<file path="src/rtl/ram_port_arb.sv">
// Two-port (CPU / debug) arbiter in front of a single-port synchronous data RAM.
// Define RAM_ARB_RR_EN for round-robin arbitration; default is fixed CPU priority.
module ram_port_arb #(
  parameter int RD_LAT = 1
) (
  input  logic        clk,
  input  logic        rst,
  input  logic        cpu_req,
  input  logic        cpu_we,
  input  logic [9:0]  cpu_addr,
  input  logic [31:0] cpu_wdata,
  output logic [31:0] cpu_rdata,
  output logic        cpu_ready,
  input  logic        dbg_req,
  input  logic        dbg_we,
  input  logic [9:0]  dbg_addr,
  input  logic [31:0] dbg_wdata,
  output logic [31:0] dbg_rdata,
  output logic        dbg_ready,
  output logic [9:0]  ram_addr,
  output logic        ram_we,
  output logic [31:0] ram_din,
  input  logic [31:0] ram_dout,
  output logic        busy,
  output logic        owner
);

  typedef enum logic [1:0] {IDLE, ACCESS, WAIT, DONE} state_t;

  localparam logic [1:0] LAST = 2'(RD_LAT - 1);

  state_t      state_q, state_d;
  logic [1:0]  cnt_q, cnt_d;
  logic        lat_we_q, lat_we_d;
  logic [9:0]  lat_addr_q, lat_addr_d;
  logic [31:0] lat_wdata_q, lat_wdata_d;
  logic        owner_q, owner_d;
  logic [31:0] cpu_rdata_q, cpu_rdata_d;
  logic [31:0] dbg_rdata_q, dbg_rdata_d;
  logic        cpu_ready_q, cpu_ready_d;
  logic        dbg_ready_q, dbg_ready_d;
  logic [9:0]  ram_addr_q, ram_addr_d;
  logic        ram_we_q, ram_we_d;
  logic [31:0] ram_din_q, ram_din_d;
  logic        busy_q, busy_d;
  logic        win_dbg;
  logic        sel_we;
  logic [9:0]  sel_addr;
  logic [31:0] sel_wdata;

  // Winner among the currently asserted requests (only used when one is high).
  always_comb begin
`ifdef RAM_ARB_RR_EN
    win_dbg = (cpu_req && dbg_req) ? ~owner_q : dbg_req;
`else
    win_dbg = ~cpu_req;
`endif
    sel_we    = win_dbg ? dbg_we    : cpu_we;
    sel_addr  = win_dbg ? dbg_addr  : cpu_addr;
    sel_wdata = win_dbg ? dbg_wdata : cpu_wdata;
  end

  // Outputs are computed for the next state and registered, so every port is a flop.
  always_comb begin
    state_d     = state_q;
    cnt_d       = cnt_q;
    lat_we_d    = lat_we_q;
    lat_addr_d  = lat_addr_q;
    lat_wdata_d = lat_wdata_q;
    owner_d     = owner_q;
    cpu_rdata_d = cpu_rdata_q;
    dbg_rdata_d = dbg_rdata_q;
    cpu_ready_d = 1'b0;
    dbg_ready_d = 1'b0;
    ram_addr_d  = '0;
    ram_we_d    = 1'b0;
    ram_din_d   = '0;
    unique case (state_q)
      IDLE: begin
        if (cpu_req || dbg_req) begin
          owner_d     = win_dbg;
          lat_we_d    = sel_we;
          lat_addr_d  = sel_addr;
          lat_wdata_d = sel_wdata;
          ram_addr_d  = sel_addr;
          ram_we_d    = sel_we;
          ram_din_d   = sel_we ? sel_wdata : '0;
          state_d     = ACCESS;
        end
      end
      ACCESS: begin
        if (lat_we_q) begin
          cpu_ready_d = ~owner_q;
          dbg_ready_d = owner_q;
          state_d     = DONE;
        end else begin
          cnt_d      = '0;
          ram_addr_d = lat_addr_q;
          state_d    = WAIT;
        end
      end
      WAIT: begin
        if (cnt_q == LAST) begin
          // RAM output is valid at the edge closing the final wait cycle.
          if (owner_q) dbg_rdata_d = ram_dout;
          else         cpu_rdata_d = ram_dout;
          cpu_ready_d = ~owner_q;
          dbg_ready_d = owner_q;
          state_d     = DONE;
        end else begin
          cnt_d      = cnt_q + 2'd1;
          ram_addr_d = lat_addr_q;
        end
      end
      DONE: state_d = IDLE;
      default: state_d = IDLE;
    endcase
    busy_d = (state_d != IDLE);
  end

  always_ff @(posedge clk) begin
    if (rst) begin
      state_q     <= IDLE;
      cnt_q       <= '0;
      lat_we_q    <= 1'b0;
      lat_addr_q  <= '0;
      lat_wdata_q <= '0;
      owner_q     <= 1'b1;
      cpu_rdata_q <= '0;
      dbg_rdata_q <= '0;
      cpu_ready_q <= 1'b0;
      dbg_ready_q <= 1'b0;
      ram_addr_q  <= '0;
      ram_we_q    <= 1'b0;
      ram_din_q   <= '0;
      busy_q      <= 1'b0;
    end else begin
      state_q     <= state_d;
      cnt_q       <= cnt_d;
      lat_we_q    <= lat_we_d;
      lat_addr_q  <= lat_addr_d;
      lat_wdata_q <= lat_wdata_d;
      owner_q     <= owner_d;
      cpu_rdata_q <= cpu_rdata_d;
      dbg_rdata_q <= dbg_rdata_d;
      cpu_ready_q <= cpu_ready_d;
      dbg_ready_q <= dbg_ready_d;
      ram_addr_q  <= ram_addr_d;
      ram_we_q    <= ram_we_d;
      ram_din_q   <= ram_din_d;
      busy_q      <= busy_d;
    end
  end

  assign cpu_rdata = cpu_rdata_q;
  assign dbg_rdata = dbg_rdata_q;
  assign cpu_ready = cpu_ready_q;
  assign dbg_ready = dbg_ready_q;
  assign ram_addr  = ram_addr_q;
  assign ram_we    = ram_we_q;
  assign ram_din   = ram_din_q;
  assign busy      = busy_q;
  assign owner     = owner_q;

endmodule

</file>
<file path="config.mk">
export PLATFORM = sky130hd
export DESIGN_NAME = ram_port_arb
export DESIGN_NICKNAME = d
export VERILOG_FILES = /design/src/rtl/ram_port_arb.sv
export SDC_FILE = /design/constraint.sdc
export NUM_CORES = 1
export LEC_CHECK = 0
export ABC_AREA = 0
export CORE_AREA = 2 2 113 115
export DETAILED_ROUTE_END_ITERATION = 8
export DIE_AREA = 0 0 115 117
export MAX_ROUTING_LAYER = met4
export PLACE_DENSITY = 0.89
export SETUP_SLACK_MARGIN = 0.5
export SLEW_MARGIN = 20
export SYNTH_ARGS = -nofsm -noshare
export SYNTH_HDL_FRONTEND = slang
export SYNTH_SLANG_ARGS = --single-unit
</file>
<file path="constraint.sdc">
create_clock -name clk -period 1.75 [get_ports clk]
set_input_delay 0.2625 -clock clk [delete_from_list [all_inputs] [get_ports clk]]
set_output_delay 0.2625 -clock clk [all_outputs]
set_load 0.02 [all_outputs]
</file>
# Word level (Yosys, flattened, before mapping)
# Cells that the tools add are included.
word_totals:
  inputBits: 122
  out_inout_bits: 111
  regBits: 126
op_classes:
  reduce_logical: 11
  bitwise_logic: 5
  muxes: 20
  n_addsub: 1
  eq_ne: 5
op_table:
  columns: ["operator", "count"]
  rows:
  - ["2-to-1 mux 10 bit", 4]
  - ["2-to-1 mux 32 bit", 1]
  - ["one-hot mux 10 bit (3 select lines)", 1]
  - ["AND reduction 3 bit", 3]
  - ["2-to-1 mux 2 bit", 4]
  - ["one-hot mux 2 bit (4 select lines)", 1]
  - ["2-to-1 mux 1 bit", 6]
  - ["NOT 1 bit", 5]
  - ["equality test 2 bit, second input constant", 2]
  - ["zero test 2 bit", 2]
  - ["!= test 2 bit, second input constant", 2]
  - ["one-hot mux 1 bit (2 select lines)", 2]
  - ["one-hot mux 2 bit (2 select lines)", 1]
  - ["nonzero test 2 bit", 2]
  - ["OR reduction 4 bit", 1]
  - ["OR reduction 3 bit", 1]
  - ["adder 2 x 1 -> 2 bit, second input constant", 1]
  - ["equality test 2 x 1 -> 1 bit, second input constant", 1]
  - ["AND reduction 2 bit", 1]
  - ["logical OR 1 bit", 1]

# Longest topological paths before layout
depth:
  word_depth: 4
  depth_mapped: 7
  mapped_depth_nobuf: 5

# Worst setup path before layout
# OpenSTA, ideal clock, no wires.
synth_timing:
  path_kind: "register to register"
  start: "register state_q[0]"
  end: "register dbg_rdata_q[11], in the netlist dbg_rdata[11]"
  slack_ps: 303
  period_less_slack_ps: 1447
  required_time_ps: 1682
  stages_incl_launch_ff: 7
  path_buffers: 1
  arrival_time_ps: 1380
  cell_sequence: "dfxtp_1 -> inv_1 -> ha_1 -> nand3_1 -> clkbuf_1 -> nand2_1 -> a21oi_2"
synth_between:
  elab_chain_len: 2
synth_lines:
  columns: ["element", "line", "source"]
  rows:
  - ["start, declared", "32", "state_t state_q, state_d;"]
  - ["start signal, assigned", "138", "state_q <= state_d;"]
  - ["equality test 2 bit", "78", "unique case (state_q)"]
  - ["AND reduction 3 bit (no line)", null, null]
  - ["end signal, assigned", "145", "dbg_rdata_q <= dbg_rdata_d;"]
  - ["end, declared", "39", "logic [31:0] dbg_rdata_q, dbg_rdata_d;"]
# Every way passes these cells.
# A chain may end at the register's enable or synchronous reset.

# Worst setup path in the final report
layout_timing:
  start: "register state_q[0]"
  end: "register dbg_rdata_q[18], in the netlist dbg_rdata[18]"
# The elaborated chain is that of the path after synthesis.

==> summary.md <==
| Metric | Value |
|---|---|
| Outcome | `complete, no violations` |
| Via count | `4746` |
| Area growth syn-to-layout | `70.77%` |
| Synth top area share | `53.00%` |
| Leak | `3.541 nW` |
| Comb pwr share | `36.4%` |
| Power Internal | `7.316 mW` |
| CP endpoint kind | `flip-flop` |
| Max-Cap Viols | `0` |
| Layout cells sized above 1 | `37.36%` |
| Required @ worst endpoint | `2.08 ns` |
| Die Span X | `115 um` |
| Worst-Margin Slew | `0.4380 ns` |
| Post-Syn Area per Cell | `9.049 um^2` |
| PnR worst setup slack | `0.3423 ns` |
| Yosys reg bits | `126` |
| Port Buffer Count | `232` |
| Synth unique cells | `37` |
| Sequential share of the synthesized area | `53.00%` |
| Met1 global-route usage | `23.46%` |
| CTS tree | `yes` |
| Clock Latency Late Sink | `0.41 ns` |
| RSZ-0062 raised after global routing | `yes` |
| Pwr dens | `1363 mW/mm^2` |
| Final ANT Viol Nets | `0` |
| Final Non-Filler Cells | `945` |
| Fmax | `710.4 MHz` |
| Hold WC Path Type | `input pin to flip-flop` |
| Dpl cells | `886` |
| Busiest grt layer | `met2` |
| Clk pwr share | `30.9%` |
| FF-to-FF setup slack | `0.34 ns` |
| Hold slack | `0.1385 ns` |
| WL per Instance | `17.96 um` |
| Slew Viols, Final | `0` |
| Slowest cell on crit path | `dfxtp_4` |
| Post-route clock skew | `0.004509 ns` |
| Area of the core | `0.01231 mm^2` |
| Setup TNS Final | `0 ns` |
| DRC | `0` |
| Vias in the first global route | `4524` |
| Die area | `0.01346 mm^2` |
| Post-Syn Nets | `655` |
| Net Switching | `3.762 mW` |
| Area leader, netlist | `dfxtp_1` |
| Sw Ratio | `33.96%` |
| Final setup viols | `0` |
| Synth top area cells | `dfxtp_1, nand2_1, a21oi_1, mux2i_1, buf_6` |
| CP max stage delay | `0.37 ns` |
| Vias per cell | `5.022` |
| DR iter-0 viols | `384` |
| Total track usage | `22.78%` |
| Post-Synthesis Cells | `526` |
| Clock root buffer | `clkbuf_16` |
| First-pass GRT wire length | `22.47 mm` |
| VDD IR max | `0.6244 mV` |
| Placed Area | `0.007224 mm^2` |
| Fin crit share | `80.44%` |
| CP arrival | `1.73 ns` |
| Max H-tree Level | `4` |
| Final Hold Vio Count | `0` |
| Crit-path cells | `inv_6, ha_4, buf_6, nand3_4, buf_12, nand2_1, a21oi_1` |
| WL final | `16.98 mm` |
| Core Util, Final | `66.02%` |
| Cell Rows | `41` |
| Fin area | `0.008128 mm^2` |
| CTS buffer count | `17` |
| CP Max Fanout | `8` |
| Initial Utilization | `38.66%` |
| Hpwl dp | `9.725 mm` |
| Reg power frac | `32.7%` |
| Worst Path Class, Setup | `flip-flop to flip-flop` |
| Met3 usage | `7.930%` |
| Synth Cell Area | `0.004760 mm^2` |
| Placement Setup Slack | `0.1380 ns` |
| Detailed Routing Iterations Pass 1 | `5` |
| Most common cell after layout, fill and taps aside | `dfxtp_1` |
| # nets final | `911` |
| CTS clock-pin slew for the worst setup and hold paths | `0.05 ns` |
| CP Launch Type | `flip-flop` |
| GRT overflow | `0` |
| Max Buffers Root-to-Sink | `2` |
| Met2 GRT Util | `39.49%` |
| Top Ports | `233` |
| # diodes | `0` |
| Syn. warnings | `0` |
| Initial antenna violation count | `0` |
| Placer Congestion | `0.7816` |
| Largest net degree at the start of global routing | `75` |
| Tmin final | `1.408 ns` |
| CTS sink count | `126` |
| Tot Pwr | `11.08 mW` |
| Commonest cells after routing, fill and taps aside | `dfxtp_1, clkdlybuf4s50_1, buf_2` |
| Die span in y | `117 um` |
| Relative slew margins | `70.80%` |
==> metal layers <==
metal / vias to the layer above / wire length, um
met1: 2186 / 6281
li1: 2241 / -
met2: 271 / 8734
met3: 48 / 1430
met5: - / 0
met4: 0 / 529
==> what timing repair did <==
item / 4_1_cts / 5_1_grt
setup endpoints to repair: 200 / 126
cloned: 4 / 7
pin swaps: 9 / 54
hold buffers: 0 / 0
setup buffers: 8 / 8
resized for setup: 492 / 112
==> cells by family (layout without fill, tap and decap cells) <==
| group | after synthesis | after routing | synth area share [%] |
|---|---|---|---|
| muxes | 45 | 45 | 9.727 |
| and+or+nand+nor | 203 | 203 | 17.11 |
| AOI/OAI and AO/OA | 103 | 103 | 12.36 |
| adders and majority gates | 7 | 7 | 1.840 |
| DFF | 126 | 126 | 53.00 |
| buffers and inverters | 42 | 311 | 5.967 |
==> Yosys cell counts <==
cell type	instances
nor4b_1	1
nor2_1	32
nand2_1	152
clkbuf_1	6
nand3b_1	1
clkinv_1	1
a21oi_1	75
and2_0	1
mux2_2	6
nor3_1	1
buf_8	1
buf_2	8
o21a_1	1
nand3_1	4
a211oi_1	1
o21ai_0	12
buf_6	13
o211ai_4	1
a2bb2oi_2	1
clkbuf_4	2
and2_1	1
and2b_1	1
and3b_1	2
o21ai_1	1
nand2b_1	1
or2_2	1
buf_1	5
nor2b_1	3
a21oi_2	11
inv_1	5
mux2i_1	35
nor3b_1	1
mux2_1	4
ha_1	7
inv_2	1
dfxtp_1	126
and3_1	1
==> worst max-delay path: cells and delay by family (launching register included) <==
family | cells | cell delay, ns
buffers and inverters | 3 | 0.34
adder cells (fa/ha/maj) | 1 | 0.16
flip-flops | 1 | 0.37
AO/OA/AOI/OAI | 1 | 0.20
AND/OR/NAND/NOR | 2 | 0.25
==> state kept, by name, indices dropped and copies added (netlist names) <==
name        flops
cpu_rdata      32
dbg_rdata      32
ram_din        32
lat_addr_q     10
ram_addr       10
cnt_q           2
state_q         2
busy            1
cpu_ready       1
dbg_ready       1
lat_we_q        1
owner           1
ram_we          1
==> path summary, 6_finish.rpt <==
kind	to	depth (start not counted)	startpoint
setup / recovery	dbg_rdata[18]$_SDFFE_PP0P_	7	state_q[0]$_SDFF_PP0_
hold / removal	state_q[0]$_SDFF_PP0_	2	rst
hold reg to reg	dbg_rdata[4]$_SDFFE_PP0P_	2	dbg_rdata[4]$_SDFFE_PP0P_
setup reg to reg	dbg_rdata[18]$_SDFFE_PP0P_	7	state_q[0]$_SDFF_PP0_
==> power by group through the flow <==
stage               sequential, mW  combinational, mW  clock (mW)
global placement              3.61               3.06           0
detailed placement            3.63               3.12           0
global route                  3.66               4.25        3.60
floorplan                     4.03               1.35           0
CTS                           3.56               3.26        3.46
finish                        3.63               4.03        3.42
==> final cells by class <==
| cell class | count | area, um^2 |
|---|---|---|
| Clock buffer | 21 | 460.4 |
| Clock inverter | 11 | 116.4 |
| Fill cell | 962 | 4184 |
| Inverter | 7 | 33.78 |
| Multi-Input combinational cell | 358 | 2429 |
| Sequential cell | 126 | 2532 |
| Tap cell | 150 | 187.7 |
| Timing Repair Buffer | 272 | 2369 |
No activity file was read; power rests on OpenSTA's default activity.
